File: src/rtl/bit_serializer_pkg.sv
// Shared types for the bit serializer: FSM state encoding and default word width.
// No logic; imported by the serializer top and its hold buffer.
package bit_serializer_pkg;

    localparam int DEFAULT_WIDTH = 16;

    typedef enum logic [1:0] {
        ST_IDLE   = 2'd0,
        ST_SHIFT  = 2'd1,
        ST_PARITY = 2'd2
    } state_t;

endpackage

File: src/rtl/serializer_hold_buffer.sv
// One-entry holding register that parks the next word while the current one shifts out.
// Latency: loaded word visible on o_data the cycle after i_load; backpressure: o_ready low while full or in reset.
module serializer_hold_buffer
    import bit_serializer_pkg::*;
#(
    parameter int WIDTH = DEFAULT_WIDTH
) (
    input  logic             clk,
    input  logic             rst,
    input  logic             i_load,
    input  logic             i_take,
    input  logic [WIDTH-1:0] i_data,
    output logic [WIDTH-1:0] o_data,
    output logic             o_full,
    output logic             o_ready
);

    logic [WIDTH-1:0] r_hreg;
    logic             r_hold_full;

    // Load and take never coincide: a load needs the buffer empty, a take needs it full.
    always_ff @(posedge clk) begin
        if (rst) begin
            r_hreg      <= '0;
            r_hold_full <= 1'b0;
        end else if (i_take) begin
            r_hold_full <= 1'b0;
        end else if (i_load) begin
            r_hreg      <= i_data;
            r_hold_full <= 1'b1;
        end
    end

    assign o_data  = r_hreg;
    assign o_full  = r_hold_full;
    assign o_ready = !r_hold_full && !rst;

endmodule

File: src/rtl/bit_serializer.sv
// Parallel-to-serial converter, MSB first, one bit per clock; optional parity bit via BIT_SERIALIZER_PARITY_EN.
// Latency: MSB on ser_data right after the accepting edge; back-to-back words stream with no gap.
// Backpressure: in_ready drops while a word is held, until the current word's end-of-word edge.
module bit_serializer
    import bit_serializer_pkg::*;
#(
    parameter int WIDTH = DEFAULT_WIDTH
) (
    input  logic             clk,
    input  logic             rst,
    input  logic [WIDTH-1:0] in_data,
    input  logic             in_valid,
    output logic             in_ready,
    output logic             ser_data,
    output logic             ser_valid,
    output logic             ser_last,
    output logic             busy
);

    localparam int                BCNT_W   = $clog2(WIDTH + 1);
    localparam logic [BCNT_W-1:0] LAST_IDX = BCNT_W'(WIDTH - 1);

    state_t             r_state;
    logic [WIDTH-1:0]   r_sreg;
    logic [BCNT_W-1:0]  r_bcnt;
`ifdef BIT_SERIALIZER_PARITY_EN
    logic               r_par;
`endif

    logic               w_in_ready;
    logic               w_hold_full;
    logic [WIDTH-1:0]   w_hreg;
    logic               w_accept;
    logic               w_eow;
    logic               w_start;
    logic               w_load_hold;
    logic               w_take;
    logic [WIDTH-1:0]   w_next_word;
    logic               w_bit;

    assign w_accept = in_valid && w_in_ready;

`ifdef BIT_SERIALIZER_PARITY_EN
    assign w_eow = (r_state == ST_PARITY);
`else
    assign w_eow = (r_state == ST_SHIFT) && (r_bcnt == '0);
`endif

    // A new word starts from IDLE or at end-of-word; the held word always wins over the input.
    assign w_start     = ((r_state == ST_IDLE) || w_eow) && (w_hold_full || w_accept);
    assign w_next_word = w_hold_full ? w_hreg : in_data;
    assign w_take      = w_eow && w_hold_full;
    assign w_load_hold = w_accept && (r_state != ST_IDLE) && !w_eow;

    serializer_hold_buffer #(.WIDTH(WIDTH)) u_hold (
        .clk     (clk),
        .rst     (rst),
        .i_load  (w_load_hold),
        .i_take  (w_take),
        .i_data  (in_data),
        .o_data  (w_hreg),
        .o_full  (w_hold_full),
        .o_ready (w_in_ready)
    );

    always_ff @(posedge clk) begin
        if (rst) begin
            r_state <= ST_IDLE;
            r_sreg  <= '0;
            r_bcnt  <= '0;
`ifdef BIT_SERIALIZER_PARITY_EN
            r_par   <= 1'b0;
`endif
        end else if (w_start) begin
            r_state <= ST_SHIFT;
            r_sreg  <= w_next_word;
            r_bcnt  <= LAST_IDX;
`ifdef BIT_SERIALIZER_PARITY_EN
            r_par   <= ^w_next_word;
`endif
        end else if ((r_state == ST_IDLE) || w_eow) begin
            r_state <= ST_IDLE;
        end else begin
            r_sreg <= {r_sreg[WIDTH-2:0], 1'b0};
            r_bcnt <= r_bcnt - 1'b1;
`ifdef BIT_SERIALIZER_PARITY_EN
            if (r_bcnt == '0) begin
                r_state <= ST_PARITY;
            end
`endif
        end
    end

`ifdef BIT_SERIALIZER_PARITY_EN
    assign w_bit    = (r_state == ST_PARITY) ? r_par : r_sreg[WIDTH-1];
    assign ser_last = (r_state == ST_PARITY);
`else
    assign w_bit    = r_sreg[WIDTH-1];
    assign ser_last = (r_state == ST_SHIFT) && (r_bcnt == '0);
`endif

    assign ser_valid = (r_state != ST_IDLE);
    assign ser_data  = ser_valid && w_bit;
    assign busy      = ser_valid || w_hold_full;
    assign in_ready  = w_in_ready;

endmodule

File: config.mk
export PLATFORM = sky130hd
export DESIGN_NAME = bit_serializer
export DESIGN_NICKNAME = d
export VERILOG_FILES = /design/src/rtl/bit_serializer_pkg.sv /design/src/rtl/serializer_hold_buffer.sv /design/src/rtl/bit_serializer.sv
export SDC_FILE = /design/constraint.sdc
export NUM_CORES = 1
export LEC_CHECK = 0
export CORE_ASPECT_RATIO = 1.75
export CORE_MARGIN = 2
export CORE_UTILIZATION = 40
export DETAILED_ROUTE_END_ITERATION = 16
export GPL_ROUTABILITY_DRIVEN = 0
export SLEW_MARGIN = 20
export SYNTH_ARGS = -nofsm -noshare
export SYNTH_HDL_FRONTEND = slang
export SYNTH_SLANG_ARGS = --single-unit
File: constraint.sdc
create_clock -name clk -period 2.7 [get_ports clk]
set_clock_uncertainty 0.1 [all_clocks]
set_input_delay 0.27 -clock clk [delete_from_list [all_inputs] [get_ports clk]]
set_output_delay 0.27 -clock clk [all_outputs]
set_load 0.05 [all_outputs]
Word-level counts from Yosys, hierarchy flattened
Cells that the tools add are included.
Cells by class
  $add $sub $neg: 1
  eq/ne operators: 1
  multiplexer cells: 7
  bitwise gates (word level): 1
  reductions and logical operators: 20
Operators with widths (count)
  2-to-1 mux 16 bit: 3
  logical AND 1 bit: 8
  2-to-1 mux 4 bit: 2
  logical NOT 5 bit: 1
  subtractor 5 x 1 -> 5 bit (second input constant): 1
  OR reduction 2 bit: 2
  logical NOT 1 bit: 3
  logical OR 1 bit: 3
  logical NOT 2 bit: 1
  2-to-1 mux 1 bit: 2
  != test 2 bit (second input constant): 1
  AND reduction 2 bit: 1
  nonzero test 2 bit: 1
  NOT 1 bit: 1
Word-level totals
  register bits after elaboration: 39
  bits of input ports: 19
  output and inout port bits: 5
  logic and storage cells: 36

Longest topological paths before layout
Gate-level depths: netlist of the first run.
  depth after elaboration: 6
  gate-level depth with buffers: 8
  depth with buffers taken out: 6

Cells and area by module
Synthesis of the first run repeated with hierarchy kept, for this count alone.
Unflattened totals
  cells, all modules: 225
  area, all modules: 2143.3 um2
By module, submodules not included
  bit_serializer: instances 1, cells an instance 150, area each 1347.5 um2, sequential area each 440.4 um2
  serializer_hold_buffer: instances 1, cells an instance 75, area each 795.8 um2, sequential area each 340.3 um2

Worst setup path before layout of the first run
OpenSTA, ideal clock, no wires.
  kind: flip-flop to output port
  start: reg u_hold.r_hold_full (netlist: u_hold.o_full)
  end: out in_ready
  arrival: 1526 ps
  required time: 2330 ps
  path slack: 804 ps
  stages on the path, launching flop included: 5
  path buffers: 3
  cell sequence: dfxtp_1 -> buf_2 -> clkbuf_1 -> clkbuf_1 -> nor2_1
On the way
  word-level cells in the longest chain between the ends: 2
RTL lines
  start: declaration: RTL line serializer_hold_buffer.sv:19  | logic r_hold_full;
  start signal: assignment: RTL line serializer_hold_buffer.sv:25  | r_hold_full <= 1'b0;
  start signal: assignment: RTL line serializer_hold_buffer.sv:27  | r_hold_full <= 1'b0;
  start signal: assignment: RTL line serializer_hold_buffer.sv:30  | r_hold_full <= 1'b1;
  logical NOT 1 bit: RTL line serializer_hold_buffer.sv:36  | assign o_ready = !r_hold_full && !rst;
  logical AND 1 bit: RTL line serializer_hold_buffer.sv:36
  end: declaration: RTL line bit_serializer.sv:13  | output logic in_ready,
No other way between the ends.

Worst setup path after layout of the first run
  start: reg r_bcnt[0]
  end: out ser_last
On the way
  word-level cells in the longest chain between the ends: 2
RTL lines
  start: declaration: RTL line bit_serializer.sv:25  | logic [BCNT_W-1:0] r_bcnt;
  start signal: assignment: RTL line bit_serializer.sv:85  | r_bcnt <= r_bcnt - 1'b1;
  logical NOT 5 bit: RTL line bit_serializer.sv:99  | assign ser_last = (r_state == ST_SHIFT) && (r_bcnt == '0);
  logical AND 1 bit: RTL line bit_serializer.sv:99
  end: declaration: RTL line bit_serializer.sv:16  | output logic ser_last,
No other way between the ends.

==> key figures, run 1 <==
Placed design
  • DP HPWL: 2760 um
  • Place WS: 0.489 ns
  • IO buf count: 23
  • Area after DPL: 2120 um2

Synthesis
  • Post-synth EDFFs: 0
  • Most frequent cell after synthesis: nand2_1
  • Synth Net Count: 245
  • Syn Area/Cell: 8.37 um2
  • Sequential fraction of the synthesis area: 41.7%
  • Synth top area share: 41.7%
  • Post-synthesis async set-or-reset flop share: 0%
  • Synth Cell Area: 1870 um2
  • Cell variety after synth: 30
  • Yosys reg bits: 39
  • Synth area leader: dfxtp_1
  • YS warnings: 0
  • Most frequent cells after synthesis: nand2_1, dfxtp_1, a21oi_1
  • Post-Synthesis Cells: 224
  • Largest cells by area after synthesis: dfxtp_1, nand2_1, a211oi_1
  • Ys flop type: dfxtp_1

Timing
  • Max_slew headroom: 55.2%
  • Final hold slack: 0.356 ns
  • Final worst path period share: 94.7%
  • Slew Limit Fails: 0
  • Final setup violation count: 0
  • Fmax: 391 MHz
  • Clock period minus final worst setup slack: 2.56 ns
  • Slew @ Worst Pin: 0.672 ns
  • Final Worst Setup Slack: 0.142 ns
  • RSZ-0062 raised after global routing: false
  • Final hold vios: 0
  • TNS Setup: 0 ns

Final layout
  • Fill count: 459
  • Layout cell share with drive strength beyond 1: 12.3%
  • Fin nets: 263
  • Ant diodes: 0
  • Core Util, Final: 49.2%
  • Fin area: 2250 um2
  • Synthesis-to-finish area growth: 20.2%

Die
  • Die span in y: 94.6 um
  • DIE WIDTH: 55.7 um
  • Row cnt: 33
  • IO Pins: 24
  • Core area: 4580 um2
  • Die ar.: 5270 um2
  • Initial Util: 40.9%

Global route
  • Total track usage: 17.2%
  • Congestion Overflow GR: 0
  • Vias in the first global route: 1554
  • Initial antenna violation count: 0
  • First-pass GRT wire length: 7210 um
  • Largest net degree at the start of global routing: 24

Detailed routing
  • Routed wire length: 4120 um
  • Post-route ant nets: 0
  • Vias: 1583
  • Initial drt markers: 54
  • DR vias/cell: 5.37
  • Residual DRC: 0
  • Routed WL per cell: 14.0 um
  • First drt pass iteration count: 4

Power
  • Max IR drop VDD: 0.460 mV
  • Power Dens Cells: 708 nW/um2
  • Leakage: 0.790 nW

Setup path
  • Startpoint type of the worst setup path: flop
  • WS Path Type: reg2out
  • Largest fanout on the critical path: 4
  • Worst EP required: 2.33 ns
  • Critical path data arrival time: 2.19 ns
  • CP endpoint kind: output pin

Clock tree
  • Post_cts resized: 0
  • Max Buffers Root-to-Sink: 2
  • Hold_buf cts: 0
  • Clock net sink count: 39
  • Clk_lat worst skew: 0.29 ns
  • TritonCTS clock tree: done
  • Root Driver: clkbuf_8
  • Postcts setup bufs: 0
  • Clk pin slew, worst setup/hold paths: 0.09 ns
  • CTS H-tree depth: 2
  • Num CTS Buffers: 5

Min path
  • Class of the worst hold path: reg2reg

Job
  • MaxCap Viol Count: 0

Run status
  • Outcome: finished clean
[where the power goes]
part | switching [mW] | internal (mW)
combinational | 0.187 | 0.148
clock | 0.213 | 0.369
sequential | 0.0467 | 0.631
total | 0.447 | 1.15
[registers in the layout, summed over array words and instances (netlist names)]
| signal | count |
|---|---|
| r_bcnt | 5 |
| r_state | 1 |
| u_hold.o_full | 1 |
| r_sreg | 16 |
| u_hold.o_data | 16 |
[worst paths after layout]
path / start / end / slack, ns / cells after the start
hold reg to reg: u_hold.o_data[4]$_SDFFE_PP0P_ / u_hold.o_data[4]$_SDFFE_PP0P_ / 0.36 / 2
hold / removal: u_hold.o_data[4]$_SDFFE_PP0P_ / u_hold.o_data[4]$_SDFFE_PP0P_ / 0.36 / 2
setup reg to reg: r_bcnt[0]$_SDFFE_PP0P_ / r_sreg[5]$_SDFFE_PP0P_ / 0.62 / 6
setup / recovery: r_bcnt[0]$_SDFFE_PP0P_ / ser_last / 0.14 / 5
[logic make-up (layout without fill, tap and decap cells)]
| group | Yosys count | count (layout) | share of synthesized area (%) |
|---|---|---|---|
| buffers and inverters | 21 | 40 | 5.54 |
| AND/OR/NAND/NOR | 102 | 102 | 25.9 |
| AO/OA/AOI/OAI | 59 | 59 | 25.0 |
| adder cells (fa/ha/maj) | 2 | 2 | 1.33 |
| flip-flops | 39 | 39 | 41.7 |
| multiplexers | 1 | 1 | 0.534 |
[metrics by stage]
step           total power [mW]  std cells
2_1_floorplan             0.941        224
3_3_place_gp               1.02        287
3_5_place_dp               1.03        287
4_1_cts                    1.61        295
5_1_grt                    1.68        295
6_report                   1.59        295
[area by class of cell]
cell class	instances	area, um2	area share [%]
Clock inverter	3	67.6	3.00
Clock buffer	5	68.8	3.05
Tap cell	52	65.1	2.89
Timing Repair Buffer	29	270	12.0
Multi-Input combinational cell	164	990	43.9
Inverter	3	11.3	0.500
Sequential cell	39	781	34.6
[per-layer routing]
metal  GRT usage, %  part of all wire, %  vias to the layer above
met2           29.5                   51                       29
met4           6.30                  1.2                        0
met1           21.3                   45                      729
met5              0                    0                        -
met3           3.29                  2.9                        4
li1               -                    -                      821
[layout by cell type (no fill, tap or decap)]
| cell type | netlist | final |
|---|---|---|
| a211oi_1 | 18 | 18 |
| a21o_1 | 2 | 2 |
| a21oi_1 | 22 | 22 |
| and2_0 | 1 | 1 |
| and2_1 | 2 | 2 |
| and3_1 | 2 | 2 |
| buf_4 | 0 | 8 |
| bufinv_16 | 0 | 2 |
| clkbuf_8 | 0 | 5 |
| clkdlybuf4s50_1 | 0 | 21 |
| clkinvlp_4 | 0 | 1 |
| dfxtp_1 | 39 | 39 |
| ha_1 | 2 | 2 |
| inv_1 | 2 | 2 |
| inv_2 | 1 | 1 |
| mux2i_1 | 1 | 1 |
| nand2_1 | 47 | 47 |
| nand2_4 | 2 | 2 |
| nand3_1 | 1 | 1 |
| nand3_2 | 1 | 1 |
| nor2_1 | 20 | 20 |
| nor2b_1 | 16 | 16 |
| nor3_1 | 6 | 6 |
| nor4b_1 | 1 | 1 |
| o211ai_1 | 1 | 1 |
| o311a_1 | 1 | 1 |
| o32ai_1 | 7 | 7 |
| o32ai_2 | 8 | 8 |
| or2_2 | 1 | 1 |
| or3_1 | 1 | 1 |
| or4b_4 | 1 | 1 |
[critical path, stage by stage, from the launching register on]
cell             delay (ns)
dfxtp_1                0.34
inv_1                  0.08
ha_1                   0.16
nor4b_1                0.31
and2_1                 0.20
clkdlybuf4s50_1        0.80
Power figures use the tool's default switching activity.
==> inputs of run 2 (changes only) <==
--- a/config.mk
+++ b/config.mk
@@ -5,6 +5,7 @@
 export SDC_FILE = /design/constraint.sdc
 export NUM_CORES = 1
 export LEC_CHECK = 0
+export CAP_MARGIN = 0
 export CORE_ASPECT_RATIO = 1.75
 export CORE_MARGIN = 2
 export CORE_UTILIZATION = 40
==> results of run 2 <==
No change in the layout: final DEF, timing and power equal those of run 1.
